[src/rtl/ir_pkg.sv]
// Shared definitions for the IR pulse path: sample width, peak-tracker state
// encoding and a saturating-add helper.
package ir_pkg;

    localparam int DATA_W = 20;

    typedef logic [1:0] state_t;

    localparam state_t S_IDLE = 2'd0;
    localparam state_t S_RISE = 2'd1;
    localparam state_t S_FALL = 2'd2;

    // Returns a + b clamped to lim; the 33-bit sum cannot wrap.
    function automatic logic [31:0] sat_add(input logic [31:0] a,
                                            input logic [31:0] b,
                                            input logic [31:0] lim);
        logic [32:0] sum;
        sum = {1'b0, a} + {1'b0, b};
        return (sum > {1'b0, lim}) ? lim : sum[31:0];
    endfunction

endpackage

[src/rtl/ir_beat_counter.sv]
// Counts enabled samples between detected peaks, enforces the refractory window
// and flags loss of pulse when no peak has been accepted for too long.
module ir_beat_counter #(
    parameter int          CNT_W      = 16,
    parameter int unsigned MIN_PERIOD = 100,
    parameter int unsigned MAX_PERIOD = 1000
) (
    input  logic             clk,
    input  logic             rst_n,
    input  logic             sample_en,
    input  logic             detect,
    output logic             beat_valid,
    output logic [CNT_W-1:0] beat_period,
    output logic             no_pulse
);
    import ir_pkg::*;

    logic [CNT_W-1:0] cnt;
    logic [CNT_W-1:0] cnt_plus1;
    logic [CNT_W-1:0] cnt_inc;
    logic             have_prev;
    logic             accept;
    logic             timeout;

    // have_prev is only set while cnt < MAX_PERIOD, so cnt + 1 never wraps here.
    assign cnt_plus1 = cnt + 1'b1;
    assign cnt_inc   = CNT_W'(sat_add(32'(cnt), 32'd1, MAX_PERIOD));
    assign accept    = have_prev && (32'(cnt_plus1) >= MIN_PERIOD);
    assign timeout   = (32'(cnt_inc) == MAX_PERIOD);

    // NOTE: sequential state uses non-blocking assignments so every register
    // samples the pre-edge values, independent of statement order.
    always_ff @(posedge clk or negedge rst_n) begin
        if (!rst_n) begin
            cnt         <= '0;
            have_prev   <= 1'b0;
            beat_valid  <= 1'b0;
            beat_period <= '0;
            no_pulse    <= 1'b0;
        end else begin
            beat_valid <= 1'b0;
            if (sample_en) begin
                if (detect && !have_prev) begin
                    cnt       <= '0;
                    have_prev <= 1'b1;
                end else if (detect && accept) begin
                    beat_period <= cnt_plus1;
                    beat_valid  <= 1'b1;
                    cnt         <= '0;
                    no_pulse    <= 1'b0;
                end else begin
                    // Plain samples and rejected (too early) peaks both keep counting.
                    cnt <= cnt_inc;
                    if (timeout) begin
                        no_pulse  <= 1'b1;
                        have_prev <= 1'b0;
                    end
                end
            end
        end
    end

endmodule

[src/rtl/ir_peak_detector.sv]
// Hysteresis max/min peak tracker on the filtered IR stream; peak strobes feed
// the beat counter which reports beat period and loss of pulse.
module ir_peak_detector #(
    parameter int          DATA_W     = ir_pkg::DATA_W,
    parameter int          CNT_W      = 16,
    parameter int unsigned HYST       = 512,
    parameter int unsigned MIN_PERIOD = 100,
    parameter int unsigned MAX_PERIOD = 1000
) (
    input  logic              CLK_Filter,
    input  logic              rst_n,
    input  logic              Sample_En,
    input  logic [DATA_W-1:0] In_IR_Filtered,
    output logic              Beat_Valid,
    output logic [CNT_W-1:0]  Beat_Period,
    output logic              Peak_Pulse,
    output logic              No_Pulse
);
    import ir_pkg::*;

    state_t            state;
    state_t            state_next;
    logic [DATA_W-1:0] max_q;
    logic [DATA_W-1:0] min_q;
    logic [DATA_W:0]   fall_diff;
    logic [DATA_W-1:0] fall_thresh;
    logic [DATA_W-1:0] rise_thresh;
    logic              fall_hit;
    logic              rise_hit;
    logic              detect;

    // Extra MSB catches max < HYST; the threshold then clamps to 0 instead of wrapping.
    assign fall_diff   = {1'b0, max_q} - (DATA_W + 1)'(HYST);
    assign fall_thresh = fall_diff[DATA_W] ? '0 : fall_diff[DATA_W-1:0];
    assign rise_thresh = DATA_W'(sat_add(32'(min_q), HYST, 32'({DATA_W{1'b1}})));
    assign fall_hit    = In_IR_Filtered < fall_thresh;
    assign rise_hit    = In_IR_Filtered > rise_thresh;

    always_ff @(posedge CLK_Filter or negedge rst_n) begin
        if (!rst_n) state <= S_IDLE;
        else        state <= state_next;
    end

    // NOTE: state_next gets a default before the case so no path leaves it
    // unassigned, which would otherwise infer a latch.
    always_comb begin
        state_next = state;
        if (Sample_En) begin
            case (state)
                S_IDLE:  state_next = S_RISE;
                S_RISE:  if (fall_hit) state_next = S_FALL;
                S_FALL:  if (rise_hit) state_next = S_RISE;
                default: state_next = S_IDLE;
            endcase
        end
    end

    always_comb begin
        detect = Sample_En && (state == S_RISE) && fall_hit;
    end

    always_ff @(posedge CLK_Filter or negedge rst_n) begin
        if (!rst_n) begin
            max_q      <= '0;
            min_q      <= '0;
            Peak_Pulse <= 1'b0;
        end else begin
            Peak_Pulse <= detect;
            if (Sample_En) begin
                case (state)
                    S_IDLE: begin
                        max_q <= In_IR_Filtered;
                        min_q <= In_IR_Filtered;
                    end
                    S_RISE: begin
                        if (In_IR_Filtered > max_q) max_q <= In_IR_Filtered;
                        else if (fall_hit)          min_q <= In_IR_Filtered;
                    end
                    S_FALL: begin
                        if (In_IR_Filtered < min_q) min_q <= In_IR_Filtered;
                        else if (rise_hit)          max_q <= In_IR_Filtered;
                    end
                    default: ;
                endcase
            end
        end
    end

    ir_beat_counter #(
        .CNT_W      (CNT_W),
        .MIN_PERIOD (MIN_PERIOD),
        .MAX_PERIOD (MAX_PERIOD)
    ) u_beat_counter (
        .clk         (CLK_Filter),
        .rst_n       (rst_n),
        .sample_en   (Sample_En),
        .detect      (detect),
        .beat_valid  (Beat_Valid),
        .beat_period (Beat_Period),
        .no_pulse    (No_Pulse)
    );

endmodule

[config.mk]
export PLATFORM = sky130hd
export DESIGN_NAME = ir_peak_detector
export DESIGN_NICKNAME = d
export VERILOG_FILES = /design/src/rtl/ir_pkg.sv /design/src/rtl/ir_beat_counter.sv /design/src/rtl/ir_peak_detector.sv
export SDC_FILE = /design/constraint.sdc
export NUM_CORES = 1
export LEC_CHECK = 0
export CAP_MARGIN = 15
export CORE_MARGIN = 2
export CORE_UTILIZATION = 60
export CTS_BUF_LIST = sky130_fd_sc_hd__clkbuf_2
export DETAILED_ROUTE_END_ITERATION = 8
export HOLD_SLACK_MARGIN = 0.03
export PLACE_DENSITY = 0.87
export SYNTH_ARGS = -nofsm -noshare
export SYNTH_HDL_FRONTEND = slang
export SYNTH_HIERARCHICAL = 1
export SYNTH_SLANG_ARGS = --single-unit
[constraint.sdc]
create_clock -name CLK_Filter -period 4.56 [get_ports CLK_Filter]
set_input_delay 0.912 -clock CLK_Filter [delete_from_list [all_inputs] [get_ports CLK_Filter]]
set_output_delay 0.912 -clock CLK_Filter [all_outputs]
set_load 0.01 [all_outputs]
== After elaboration in Yosys (flattened, before gate mapping) ==
Cells that the tools add are included.
Storage, ports and cells
  register bits: 78
  input bits: 23
  output and inout bits: 19
  logic and storage cells: 71
Operators by class
  $add $sub $neg: 4
  $lt $le $gt $ge: 7
  eq/ne operators: 10
  mux-type cells: 24
  bitwise gates (word level): 1
  reduce and logical (&&, ||, !) cells: 16
Operators by type and width (count)
  $mux 20: 8
  $pmux 20 s3: 2
  $mux 16: 3
  $gt 20x20->1: 2
  $lt 20x20->1: 2
  $add 20x10->21 const B: 1
  $gt 21x20->1 const B: 1
  $sub 20x10->21 const B: 1
  $add 16x1->17 const B: 1
  $gt 17x10->1 const B: 1
  $add 16x1->16 const B: 1
  $eq 16x10->1 const B: 1
  $ge 16x7->1 const B: 1
  $reduce_and 3->1: 4
  $ne 2x2->1 const B: 5
  $reduce_and 5->1: 2
  $mux 1: 8
  $pmux 2 s3: 1
  $logic_and 1x1->1: 5
  $mux 2: 2
  $ne 2x1->1 const B: 2
  $reduce_bool 2->1: 2
  $reduce_bool 3->1: 1
  $eq 2x1->1 const B: 1
  4 further kinds: 4

== Logic depth before layout (Yosys ltp) ==
Gate-level depths: netlist of the first run.
  depth after elaboration: 8
  depth in mapped cells: 19
  mapped depth without buffers: 16

== Cells and area by module ==
Netlist of the first run, hierarchy kept.
Modules (own cells, without submodules)
  ir_peak_detector: instances 1, cells each 452, area each 4137.7 sq um, seq. area each 1076.0 sq um
  ir_beat_counter: instances 1, cells each 226, area each 2230.9 sq um, seq. area each 875.8 sq um

== Least setup slack after synthesis of the first run ==
No wires, ideal clock.
  path type: register to register
  start point: register max_q[16]
  end point: register u_beat_counter.beat_period[10]
  library setup time: 0.125 ns
  arrival time: 3.890 ns
  required time: 4.435 ns
  path slack: 0.545 ns
  cell stages (with the launch flop): 17
  buffers on the path: 2
  clock period less this slack: 4.015 ns
  cells stage by stage: dfrtp_1 -> nor4_1 -> nand3_1 -> clkbuf_1 -> nand2_1 -> ha_1 -> a21o_1 -> a21o_1 -> a221o_1 -> a221oi_1 -> o41a_1 -> nand2_1 -> nor2_1 -> nand3_1 -> nor2_4 -> buf_6 -> mux2_4
Between the ends
  cells in the longest elaborated chain, start to end: 7
  elaborated cells on any way between the ends: 8
  classes of those cells: add/sub (1); order compare (1); mux (1); bitwise (1); reduce/logical (4)
RTL lines
  from (decl): RTL line ir_peak_detector.sv:23  | logic [DATA_W-1:0] max_q;
  from (signal assigned): RTL line ir_peak_detector.sv:72  | max_q <= In_IR_Filtered;
  from (signal assigned): RTL line ir_peak_detector.sv:76  | if (In_IR_Filtered > max_q) max_q <= In_IR_Filtered;
  from (signal assigned): RTL line ir_peak_detector.sv:81  | else if (rise_hit) max_q <= In_IR_Filtered;
  $sub 20x10->21 *: RTL line ir_peak_detector.sv:33  | assign fall_diff = {1'b0, max_q} - (DATA_W + 1)'(HYST);
  $mux 20 *: RTL line ir_peak_detector.sv:34  | assign fall_thresh = fall_diff[DATA_W] ? '0 : fall_diff[DATA_W-1:0];
  $lt 20x20->1 *: RTL line ir_peak_detector.sv:36  | assign fall_hit = In_IR_Filtered < fall_thresh;
  $logic_and 1x1->1 *: RTL line ir_peak_detector.sv:59  | detect = Sample_En && (state == S_RISE) && fall_hit;
  net detect: RTL line ir_peak_detector.sv:30  | logic detect;
  $logic_and 1x1->1: RTL line ir_beat_counter.sv:43  | if (detect && !have_prev) begin
  $not 1->1 (no source line)
  $reduce_and 3->1 (no source line) *
  to (signal assigned): RTL line ir_beat_counter.sv:47  | beat_period <= cnt_plus1;
  to (decl): RTL line ir_beat_counter.sv:13  | output logic [CNT_W-1:0] beat_period,
The timed path passes the listed nets; every way through them passes the cells marked *.
A chain may end at the register's enable or synchronous reset.

== Worst setup path after layout of the first run ==
  start point: register min_q[9]
  end point: register max_q[2]
Between the ends
  cells in the longest elaborated chain, start to end: 6
  elaborated cells on any way between the ends: 8
  classes of those cells: add/sub (1); order compare (3); eq/ne (2); mux (1); reduce/logical (1)
RTL lines
  from (decl): RTL line ir_peak_detector.sv:24  | logic [DATA_W-1:0] min_q;
  from (signal assigned): RTL line ir_peak_detector.sv:73  | min_q <= In_IR_Filtered;
  from (signal assigned): RTL line ir_peak_detector.sv:77  | else if (fall_hit) min_q <= In_IR_Filtered;
  from (signal assigned): RTL line ir_peak_detector.sv:80  | if (In_IR_Filtered < min_q) min_q <= In_IR_Filtered;
  $add 20x10->21: RTL line ir_pkg.sv:18  | sum = {1'b0, a} + {1'b0, b};
  $gt 21x20->1: RTL line ir_pkg.sv:19  | return (sum > {1'b0, lim}) ? lim : sum[31:0];
  $mux 20: RTL line ir_pkg.sv:19
  $gt 20x20->1: RTL line ir_peak_detector.sv:37  | assign rise_hit = In_IR_Filtered > rise_thresh;
  $ne 2x2->1 (no source line)
  $reduce_and 5->1 (no source line) *
Mark *: on every way between the ends. The rest lies on a longest branch, timed or not.

==> impl_metrics.py, run 1 <==
metrics = {
    "setup_path": {
        "slowest_delay_ns": 0.50,
        "end_kind": "flip-flop",
        "cp_max_fo": 14,
        "crit_chain": "inv_1 -> ha_1 -> o211ai_1 -> nor4_1 -> nand2_1 -> a21oi_1 -> o211a_1 -> buf_4 -> nor2_1 -> ha_1 -> a21oi_1 -> o21ai_0 -> a22o_1 -> a211o_1 -> o21ai_1 -> o22ai_2 -> buf_4 -> mux2_2",
        "reg2reg_depth": 18,
        "start_kind": "flip-flop",
        "crit_required_ns": 5.04,
        "crit_path_top_delay_cell": "dfrtp_1",
        "cp.buffers_inverters": 3,
        "crit_family": "compound AO/OA/AOI/OAI gates",
        "r2r-start": "min_q[9]$_DFFE_PN0P_",
        "worstPathArrival_ns": 4.70,
        "rr_endpoint": "max_q[2]$_DFFE_PN0P_",
        "critical_path_class": "flip-flop to flip-flop",
        "reg2reg_slack_ns": 0.34,
    },
    "logic_synthesis": {
        "yosys.cell_types.count": 71,
        "synthSimpleGateAreaFrac_pct": 18.8,
        "avgSynthCellArea_um2": 9.39,
        "synth_compound_area_share_pct": 12.8,
        "synth_fa_ha_area_share_pct": 16.3,
        "yosys_warnings": 6,
        "synth_area_mm2": 0.00637,
        "synth_nets": 784,
        "synth_edf_count": 0,
        "synth_flop_cell": "dfrtp_1",
        "synth_xor_area_share_pct": 3.85,
        "synthArstFlopShare_pct": 100,
        "synth-seq-cells": 78,
        "syn_inst": 678,
        "synth-seq-area-share_pct": 30.6,
        "synthMuxAreaShare_pct": 11.9,
        "synth_top_family_by_area": "simple AND/OR/NAND/NOR gates",
    },
    "clock_tree": {
        "clkSinkCount": 78,
        "cts_tree": "yes",
        "clockRootBuffer": "clkbuf_2",
        "insertion_delay_ns": 0.61,
        "cts_max_level": 3,
        "clkTransAtPathRegs_ns": 0.26,
        "hold_buffers": 0,
        "cts_made_buffers": 9,
        "clockBufferDepth": 2,
    },
    "floorplan": {
        "core_mm2": 0.0103,
        "start_util_pct": 61.7,
        "pin_count": 42,
        "die_area_mm2": 0.0115,
        "die_w_um": 107,
        "rows": 37,
        "fp.dieH_um": 107,
    },
    "sta": {
        "fmax_mhz": 237,
        "hold_violations": 0,
        "timing.slew.headroom_pct": 33.8,
        "fin_skew_ns": 0.0436,
        "setup_viol": 0,
        "hold_ws_ns": 0.422,
        "fin_tns_setup_ns": 0,
        "period_minus_slack_ns": 4.22,
        "rsz0062_at_grt": "no",
        "drv_slew": 0,
        "post-route-period-util_pct": 92.5,
        "setup_slack_ns": 0.344,
        "tightest_slew_ns": 0.993,
    },
    "place": {
        "preCtsSetupSlack_ns": 0.266,
        "gp_congestion": 0.946,
        "hpwl_um": 11800,
        "port_buffers": 41,
    },
    "finish": {
        "area_growth_pct": 10.3,
        "seq_area_mm2": 0.00195,
        "antennaDiodeCount": 0,
        "fin_nets": 826,
        "layout-drive-gt1-share_pct": 14.5,
        "multiInputGateArea_mm2": 0.00406,
        "mostFrequentLayoutCells": "83 x ha_1, 78 x dfrtp_1, 68 x nand2_1",
        "mostFrequentLayoutCell": "ha_1",
        "finish.utilization_pct": 68.0,
        "fillerInstances": 794,
    },
    "detailed_routing": {
        "wl_um": 15500,
        "viasPerCell": 6.26,
        "wl_per_cell_um": 17.9,
        "drtPass1Iterations": 5,
        "antenna_left": 0,
        "vias": 5390,
        "drt_iter0_markers": 448,
        "drcViolationCount": 0,
    },
    "grt": {
        "grt_pass1_vias": 5298,
        "overflow": 0,
        "grt.total_usage_pct": 28.4,
        "antenna_found_initial": 0,
        "grt_max_degree": 79,
        "grt_pass1_wl_um": 25700,
    },
    "power_and_ir_drop": {
        "p_int_mw": 2.14,
        "ir_drop_mv": 0.319,
        "sw_frac_of_total_pct": 45.1,
        "clkPwrFrac_pct": 9.2,
        "pwr-share-seq_pct": 33.3,
        "p_per_area_mw_per_mm2": 555,
        "p_switching_mw": 1.76,
        "power_frac_comb_pct": 57.5,
        "p_leak_nw": 3.32,
    },
    "job": {
        "maxCapViolCount": 0,
    },
    "min_path": {
        "min_path_type": "input port to asynchronous set/reset pin",
    },
    "run_status": {
        "status": "complete, no violations",
    },
}
cells by family (layout without fill, tap and decap cells):
family,count (synthesis),count (layout)
multiplexers,59,59
flip-flops,78,78
AO/OA/AOI/OAI,123,123
adder cells (fa/ha/maj),83,83
XOR/XNOR,28,28
AND/OR/NAND/NOR,226,226
buffers and inverters,81,128
what timing repair did:
item | in CTS | in global routing
buffers inserted | 0 | 0
endpoints found under the setup margin | 0 | 14
gates resized for setup | 0 | 1
endpoints found under the hold margin | 0 | 0
final cells by class:
cell class / count / share of cell area, %
Clock inverter: 7 / 0.766
Multi-Input combinational cell: 519 / 57.9
Sequential cell: 78 / 27.8
Clock buffer: 9 / 0.641
Timing Repair Buffer: 58 / 7.63
Tap cell: 136 / 2.42
Inverter: 54 / 2.89
worst register-to-register path: stages, from the launching register on:
cell      delay, ns
dfrtp_1        0.50
inv_1          0.12
ha_1           0.30
o211ai_1       0.08
nor4_1         0.40
nand2_1        0.11
a21oi_1        0.14
o211a_1        0.26
buf_4          0.25
nor2_1         0.07
ha_1           0.31
a21oi_1        0.15
o21ai_0        0.12
a22o_1         0.21
a211o_1        0.26
o21ai_1        0.26
o22ai_2        0.14
buf_4          0.19
mux2_2         0.28
how the worst max path moves through the flow:
stage,start,end,slack (ns),cells past startpoint
3_5_place_dp,In_IR_Filtered[9],u_beat_counter/beat_period[2]$_DFFE_PN0P_,0.27,13
5_1_grt,min_q[9]$_DFFE_PN0P_,max_q[11]$_DFFE_PN0P_,0.14,17
6_report,min_q[9]$_DFFE_PN0P_,max_q[2]$_DFFE_PN0P_,0.34,18
3_3_place_gp,min_q[9]$_DFFE_PN0P_,max_q[15]$_DFFE_PN0P_,0.33,18
2_1_floorplan,max_q[16]$_DFFE_PN0P_,u_beat_counter/beat_period[10]$_DFFE_PN0P_,0.54,16
4_1_cts,min_q[9]$_DFFE_PN0P_,max_q[15]$_DFFE_PN0P_,0.31,18
state kept, by name, indices dropped and copies added (netlist names):
signal / cells
max_q: 20
min_q: 20
u_beat_counter/beat_period: 16
u_beat_counter/cnt: 16
state: 2
Peak_Pulse: 1
u_beat_counter/beat_valid: 1
u_beat_counter/have_prev: 1
u_beat_counter/no_pulse: 1
routing by layer:
metal	vias to the layer above	GRT usage [%]	share of wire (%)
li1	2537	-	-
met4	0	9.18	2.1
met5	-	0	0
met1	2627	36.3	42
met2	190	48.2	50
met3	36	5.47	5.8
power groups by stage:
stage          Sequential [mW]  Clock, mW  Combinational, mW
2_1_floorplan             1.17          0               1.72
3_3_place_gp              1.29          0               2.08
3_5_place_dp              1.30          0               2.21
4_1_cts                   1.29      0.371               2.22
5_1_grt                   1.34      0.398               2.50
6_report                  1.30      0.360               2.24
metrics by stage:
stage / area, um2 / std cells / total power, mW
2_1_floorplan: 6370 / 678 / 2.89
3_3_place_gp: 6920 / 845 / 3.37
3_5_place_dp: 6920 / 845 / 3.51
4_1_cts: 7020 / 861 / 3.88
5_1_grt: 7020 / 861 / 4.24
6_report: 7020 / 861 / 3.90
cells in the mapped netlist, drive strengths merged (3+ instances only):
master | count | share of area, %
ha | 83 | 16
dfrtp | 78 | 31
nand2 | 69 | 4.1
inv | 54 | 3.2
mux2 | 54 | 11
a21oi | 47 | 3.8
nor2 | 46 | 2.8
nand3 | 27 | 2.4
o21ai | 22 | 1.7
xnor2 | 20 | 2.8
nand4 | 19 | 2.0
buf | 17 | 1.8
clkbuf | 10 | 0.61
nor3 | 10 | 0.86
nor2b | 9 | 0.88
nor4 | 9 | 1.4
xor2 | 8 | 1.1
and4 | 7 | 0.96
nand2b | 6 | 0.59
o22ai | 6 | 0.69
a31oi | 5 | 0.49
and3 | 5 | 0.49
mux2i | 5 | 0.79
o211ai | 5 | 0.59
a21o | 4 | 0.47
a221oi | 4 | 0.65
o211a | 4 | 0.63
or3 | 4 | 0.39
and2 | 3 | 0.29
o21bai | 3 | 0.41
or2 | 3 | 0.29
or4 | 3 | 0.35
Power figures use the tool's default switching activity.
==> inputs of run 2 (changes only) <==
--- a/config.mk
+++ b/config.mk
@@ -6,12 +6,14 @@
 export NUM_CORES = 1
 export LEC_CHECK = 0
 export CAP_MARGIN = 15
+export CELL_PAD_IN_SITES_DETAIL_PLACEMENT = 0
+export CELL_PAD_IN_SITES_GLOBAL_PLACEMENT = 2
 export CORE_MARGIN = 2
-export CORE_UTILIZATION = 60
+export CORE_UTILIZATION = 40
 export CTS_BUF_LIST = sky130_fd_sc_hd__clkbuf_2
 export DETAILED_ROUTE_END_ITERATION = 8
 export HOLD_SLACK_MARGIN = 0.03
-export PLACE_DENSITY = 0.87
+export PLACE_DENSITY = 0.9
 export SYNTH_ARGS = -nofsm -noshare
 export SYNTH_HDL_FRONTEND = slang
 export SYNTH_HIERARCHICAL = 1
==> impl_metrics.py, run 2 (synthesis results as in run 1) <==
metrics = {
    "run_status": {
        "status": "complete, no violations",
    },
    "min_path": {
        "min_path_type": "input port to asynchronous set/reset pin",
    },
    "grt": {
        "grt.total_usage_pct": 20.2,
        "grt_pass1_vias": 5364,
        "overflow": 0,
        "grt_pass1_wl_um": 26700,
        "grt_max_degree": 79,
        "antenna_found_initial": 1,
    },
    "detailed_routing": {
        "wl_per_cell_um": 17.1,
        "drcViolationCount": 0,
        "drtPass1Iterations": 4,
        "vias": 5227,
        "wl_um": 16100,
        "antenna_left": 0,
        "drt_iter0_markers": 226,
        "viasPerCell": 5.53,
    },
    "sta": {
        "setup_viol": 0,
        "tightest_slew_ns": 1.04,
        "post-route-period-util_pct": 92.2,
        "hold_violations": 0,
        "drv_slew": 0,
        "rsz0062_at_grt": "no",
        "fmax_mhz": 238,
        "fin_tns_setup_ns": 0,
        "fin_skew_ns": 0.0260,
        "period_minus_slack_ns": 4.20,
        "timing.slew.headroom_pct": 31.0,
    },
    "floorplan": {
        "pin_count": 42,
        "die_w_um": 130,
        "rows": 46,
        "start_util_pct": 40.5,
        "die_area_mm2": 0.0169,
        "fp.dieH_um": 130,
        "core_mm2": 0.0157,
    },
    "setup_path": {
        "slowest_delay_ns": 0.50,
        "crit_chain": "ha_1 -> inv_1 -> nor2_1 -> nor4_1 -> o21ai_0 -> a21oi_1 -> o211a_4 -> nor2_1 -> ha_1 -> a21oi_1 -> o21ai_0 -> a22o_1 -> a211o_1 -> o21ai_0 -> buf_4 -> o22ai_2 -> buf_4 -> mux2_2",
        "end_kind": "flip-flop",
        "crit_required_ns": 5.07,
        "crit_path_top_delay_cell": "dfrtp_1",
        "crit_family": "compound AO/OA/AOI/OAI gates",
        "cp_num_cells": 18,
        "cp.buffers_inverters": 3,
        "crit_top_cell": "o21ai_0",
        "critical_path_class": "flip-flop to flip-flop",
        "start_kind": "flip-flop",
        "cp_max_fo": 18,
        "worstPathArrival_ns": 4.71,
        "reg2reg_depth": 18,
    },
    "clock_tree": {
        "cts_tree": "yes",
        "clkTransAtPathRegs_ns": 0.24,
        "clockBufferDepth": 2,
        "hold_buffers": 0,
        "clkSinkCount": 78,
        "cts_max_level": 3,
        "insertion_delay_ns": 0.59,
        "clockRootBuffer": "clkbuf_2",
        "cts_made_buffers": 9,
    },
    "power_and_ir_drop": {
        "p_per_area_mw_per_mm2": 560,
        "p_leak_nw": 3.36,
        "ir_drop_mv": 0.213,
    },
    "finish": {
        "mostFrequentLayoutCells": "83 x ha_1, 78 x dfrtp_1, 68 x nand2_1",
        "fin_nets": 829,
        "area_growth_pct": 13.8,
        "stdcell_count": 945,
        "fillerInstances": 1507,
        "mostFrequentLayoutCell": "ha_1",
        "layout-drive-gt1-share_pct": 15.1,
        "finish.utilization_pct": 46.1,
        "reg.largest.list": "max_q x20, min_q x20",
    },
    "place": {
        "dp.cells": 928,
        "port_buffers": 41,
        "gp_congestion": 0.858,
        "hpwl_um": 12100,
    },
    "job": {
        "maxCapViolCount": 0,
    },
}
==> run 2: changes by cell type in the layout (fill, tap and decap cells not counted), sizes merged <==
| cell | change |
|---|---|
| bufinv | +3 |
| buf | +3 |
| clkinvlp | +1 |
| clkbuf | +2 |
| clkinv | -3 |
| diode | +1 |
| inv | -3 |
==> run 2: metal layers <==
layer	part of all wire (%)	wire [um]	GRT usage, %
met1	44	7080	24.3
met2	50	8080	35.9
met3	3.6	577	4.39
met4	2.5	410	6.70
met5	0	0	0
==> run 2: report_power, final <==
group	total [mW]	switching [mW]	internal, mW	leakage, nW
sequential	1.30	0.351	0.945	0.969
clock	0.516	0.274	0.242	0.0928
combinational	2.24	1.12	1.13	2.29
total	4.06	1.74	2.31	3.36
==> run 2: worst paths after layout <==
| path | startpoint | end | slack, ns |
|---|---|---|---|
| worst max register to register | min_q[9]$_DFFE_PN0P_ | max_q[13]$_DFFE_PN0P_ | 0.36 |
| worst min register to register | u_beat_counter/beat_period[3]$_DFFE_PN0P_ | u_beat_counter/beat_period[3]$_DFFE_PN0P_ | 0.54 |
| worst min-delay path | rst_n | min_q[9]$_DFFE_PN0P_ | 0.46 |
| max in group asynchronous | rst_n | u_beat_counter/cnt[4]$_DFFE_PN0P_ | 3.43 |
| min in group CLK_Filter | u_beat_counter/beat_period[3]$_DFFE_PN0P_ | u_beat_counter/beat_period[3]$_DFFE_PN0P_ | 0.54 |
| worst max-delay path | min_q[9]$_DFFE_PN0P_ | max_q[13]$_DFFE_PN0P_ | 0.36 |
==> run 2: cell type report <==
class                   count  area, um2  area share [%]
clock buffers              11       55.1           0.759
multi-input cells         519       4080            56.2
repair buffers             61        583            8.04
clock inverters             5        106            1.47
flip-flops and latches     78       1950            26.9
diodes                      1       2.50          0.0345
inverters                  54        203            2.80
well taps                 216        270            3.73
==> run 2: metrics by stage <==
step	setup slack (ns)	hold slack [ns]	cell area (um2)	power (mW)
floorplan	0.545	0.495	6370	2.89
global placement	0.351	0.492	7070	3.46
detailed placement	0.268	0.494	7070	3.54
CTS	0.208	0.466	7230	4.08
global route	0.0123	0.489	7250	4.42
finish	0.356	0.456	7250	4.06
==> run 2: worst reg2reg max path, cell delays in order, from the launching register on <==
cell,delay (ns)
dfrtp_1,0.50
ha_1,0.30
inv_1,0.10
nor2_1,0.28
nor4_1,0.08
o21ai_0,0.23
a21oi_1,0.13
o211a_4,0.33
nor2_1,0.12
ha_1,0.26
a21oi_1,0.18
o21ai_0,0.18
a22o_1,0.22
a211o_1,0.25
o21ai_0,0.20
buf_4,0.16
o22ai_2,0.08
buf_4,0.22
mux2_2,0.30
==> run 2: what timing repair did <==
item,4_1_cts,5_1_grt
resized for setup,0,3
endpoints found under the setup margin,0,20
buffers inserted,0,0
==> inputs of run 3 (changes only) <==
--- a/config.mk
+++ b/config.mk
@@ -9,11 +9,11 @@
 export CELL_PAD_IN_SITES_DETAIL_PLACEMENT = 0
 export CELL_PAD_IN_SITES_GLOBAL_PLACEMENT = 2
 export CORE_MARGIN = 2
-export CORE_UTILIZATION = 40
+export CORE_UTILIZATION = 36
 export CTS_BUF_LIST = sky130_fd_sc_hd__clkbuf_2
 export DETAILED_ROUTE_END_ITERATION = 8
 export HOLD_SLACK_MARGIN = 0.03
-export PLACE_DENSITY = 0.9
+export PLACE_DENSITY = 0.86
 export SYNTH_ARGS = -nofsm -noshare
 export SYNTH_HDL_FRONTEND = slang
 export SYNTH_HIERARCHICAL = 1
==> constraint.sdc (replaced) <==
create_clock -name CLK_Filter -period 3.5 [get_ports CLK_Filter]
set_input_delay 0.7 -clock CLK_Filter [delete_from_list [all_inputs] [get_ports CLK_Filter]]
set_output_delay 0.7 -clock CLK_Filter [all_outputs]
set_load 0.01 [all_outputs]
==> impl_metrics.py, run 3 (synthesis results as in run 1) <==
metrics = {
    "setup_path": {
        "critical_path_class": "flip-flop to flip-flop",
        "cp_max_fo": 7,
        "startpoint": "max_q[14]$_DFFE_PN0P_",
        "r2r-start": "max_q[14]$_DFFE_PN0P_",
        "worstPathArrival_ns": 4.40,
        "start_kind": "flip-flop",
        "end_kind": "flip-flop",
        "reg2reg_slack_ns": -0.43,
        "crit_required_ns": 3.96,
    },
    "sta": {
        "fmax_mhz": 254,
        "hold_ws_ns": 0.276,
        "post-route-period-util_pct": 112,
        "timing.slew.headroom_pct": 30.9,
        "tightest_slew_ns": 1.04,
        "drv_slew": 0,
        "rsz0062_at_grt": "yes",
        "setup_viol": 71,
        "hold_violations": 0,
        "period_minus_slack_ns": 3.93,
        "fin_skew_ns": 0.0274,
        "setup_slack_ns": -0.433,
        "fin_tns_setup_ns": -18.01,
    },
    "finish": {
        "layout-drive-gt1-share_pct": 33.0,
        "fin_nets": 939,
        "mostFrequentLayoutCell": "buf_4",
        "fillerInstances": 1552,
        "finish.utilization_pct": 50.4,
        "mostFrequentLayoutCells": "102 x buf_4, 75 x dfrtp_1, 72 x ha_1",
        "reg.largest.list": "max_q x20, min_q x20",
        "area_growth_pct": 36.8,
        "antennaDiodeCount": 0,
    },
    "clock_tree": {
        "cts_max_level": 3,
        "clockRootBuffer": "clkbuf_2",
        "clkTransAtPathRegs_ns": 0.23,
        "insertion_delay_ns": 0.57,
        "hold_buffers": 0,
        "clockBufferDepth": 2,
        "cts_tree": "yes",
        "clkSinkCount": 78,
        "cts_made_buffers": 9,
    },
    "detailed_routing": {
        "drt_iter0_markers": 204,
        "drt-met1-wl_um": 8140,
        "drcViolationCount": 0,
        "viasPerCell": 5.39,
        "met3WireLength_um": 635,
        "antenna_left": 0,
        "wl_per_cell_um": 17.8,
        "wl_met2_um": 9520,
        "vias": 5727,
        "top_layer": "met4",
        "drtPass1Iterations": 4,
        "wl_um": 18900,
    },
    "power_and_ir_drop": {
        "p_per_area_mw_per_mm2": 757,
        "clkPwrFrac_pct": 7.3,
        "pwr-share-seq_pct": 24.8,
        "p_switching_mw": 2.78,
        "p_leak_nw": 4.06,
        "sw_frac_of_total_pct": 42.2,
        "ir_drop_mv": 0.352,
        "power_frac_comb_pct": 67.9,
        "p_int_mw": 3.81,
    },
    "grt": {
        "overflow": 0,
        "antenna_found_initial": 0,
        "grt_pass1_vias": 5922,
        "grt_max_degree": 79,
        "grt_pass1_wl_um": 30100,
        "grt.total_usage_pct": 20.5,
    },
    "floorplan": {
        "pin_count": 42,
        "fp.dieH_um": 137,
        "die_area_mm2": 0.0188,
        "start_util_pct": 36.8,
        "die_w_um": 137,
        "core_mm2": 0.0173,
        "rows": 48,
    },
    "min_path": {
        "min_path_type": "input port to asynchronous set/reset pin",
    },
    "place": {
        "hpwl_um": 12900,
        "gp_congestion": 0.858,
        "port_buffers": 41,
    },
    "job": {
        "maxCapViolCount": 0,
    },
    "run_status": {
        "status": "finished, violations left",
        "failed_checks": "negative setup slack",
    },
}
[run 3: changes by cell type in the layout (fill, tap and decap cells not counted), moves of 6 or more]
cell	change
nand2_1	-6
nor2_1	-8
ha_1	-11
a21oi_1	-8
buf_6	+21
buf_4	+83
a21oi_2	+7
ha_4	+11
mux2_4	+27
mux2_2	-27
[run 3: final timing paths]
kind                       cells after the start                                          to
min reg2reg                                    1  u_beat_counter/beat_period[12]$_DFFE_PN0P_
max reg2reg                                   17  u_beat_counter/beat_period[12]$_DFFE_PN0P_
min in group CLK_Filter                        1  u_beat_counter/beat_period[12]$_DFFE_PN0P_
min                                            1                        min_q[6]$_DFFE_PN0P_
max in group asynchronous                      1                        max_q[9]$_DFFE_PN0P_
max                                           17  u_beat_counter/beat_period[12]$_DFFE_PN0P_
[run 3: layer usage]
layer  global-route usage [%]  up-vias
met5                        0        -
met4                     10.2        0
met3                     2.89       38
met2                     35.3      132
met1                     25.1     2807
li1                         -     2750
[run 3: layout make-up]
cell class,instances,area [um2],area share [%]
multi-input cells,520,4620,53.1
clock inverters,6,53.8,0.618
repair buffers,170,1550,17.8
flip-flops and latches,78,1960,22.5
clock buffers,9,45.0,0.517
inverters,54,205,2.36
well taps,225,282,3.23
[run 3: power by group through the flow]
stage / combinational (mW) / sequential (mW) / clock [mW]
finish: 4.48 / 1.64 / 0.484
global route: 4.89 / 1.68 / 0.541
global placement: 3.45 / 1.58 / 0
detailed placement: 3.56 / 1.60 / 0
CTS: 4.12 / 1.61 / 0.507
floorplan: 2.30 / 1.53 / 0
[run 3: per-stage QoR]
stage	std cells	instance area (um2)	power (mW)	setup slack, ns
2_1_floorplan	678	6460	3.83	-0.145
3_3_place_gp	1010	7710	5.03	-0.325
3_5_place_dp	1010	7710	5.16	-0.349
4_1_cts	1052	8410	6.23	-0.320
5_1_grt	1062	8710	7.12	-0.541
6_report	1062	8710	6.59	-0.433
[run 3: critical path: stages, from the launching register on]
cell	delay (ns)
dfrtp_1	0.47
nor4_4	0.34
buf_4	0.18
nand4_1	0.15
buf_4	0.19
xnor2_2	0.14
nand2_1	0.11
ha_4	0.23
a21o_1	0.16
a21o_1	0.16
a221oi_2	0.30
o41a_1	0.34
nand2_2	0.12
nor2_4	0.14
nand3_4	0.10
nor2_4	0.21
buf_6	0.18
mux2_4	0.30
[run 3: what timing repair did]
| action | CTS | global route |
|---|---|---|
| buffers inserted | 24 | 13 |
| gates resized for setup | 79 | 51 |
| endpoints found under the setup margin | 67 | 72 |
| pin swaps | 36 | 28 |
| cloned | 4 | 4 |
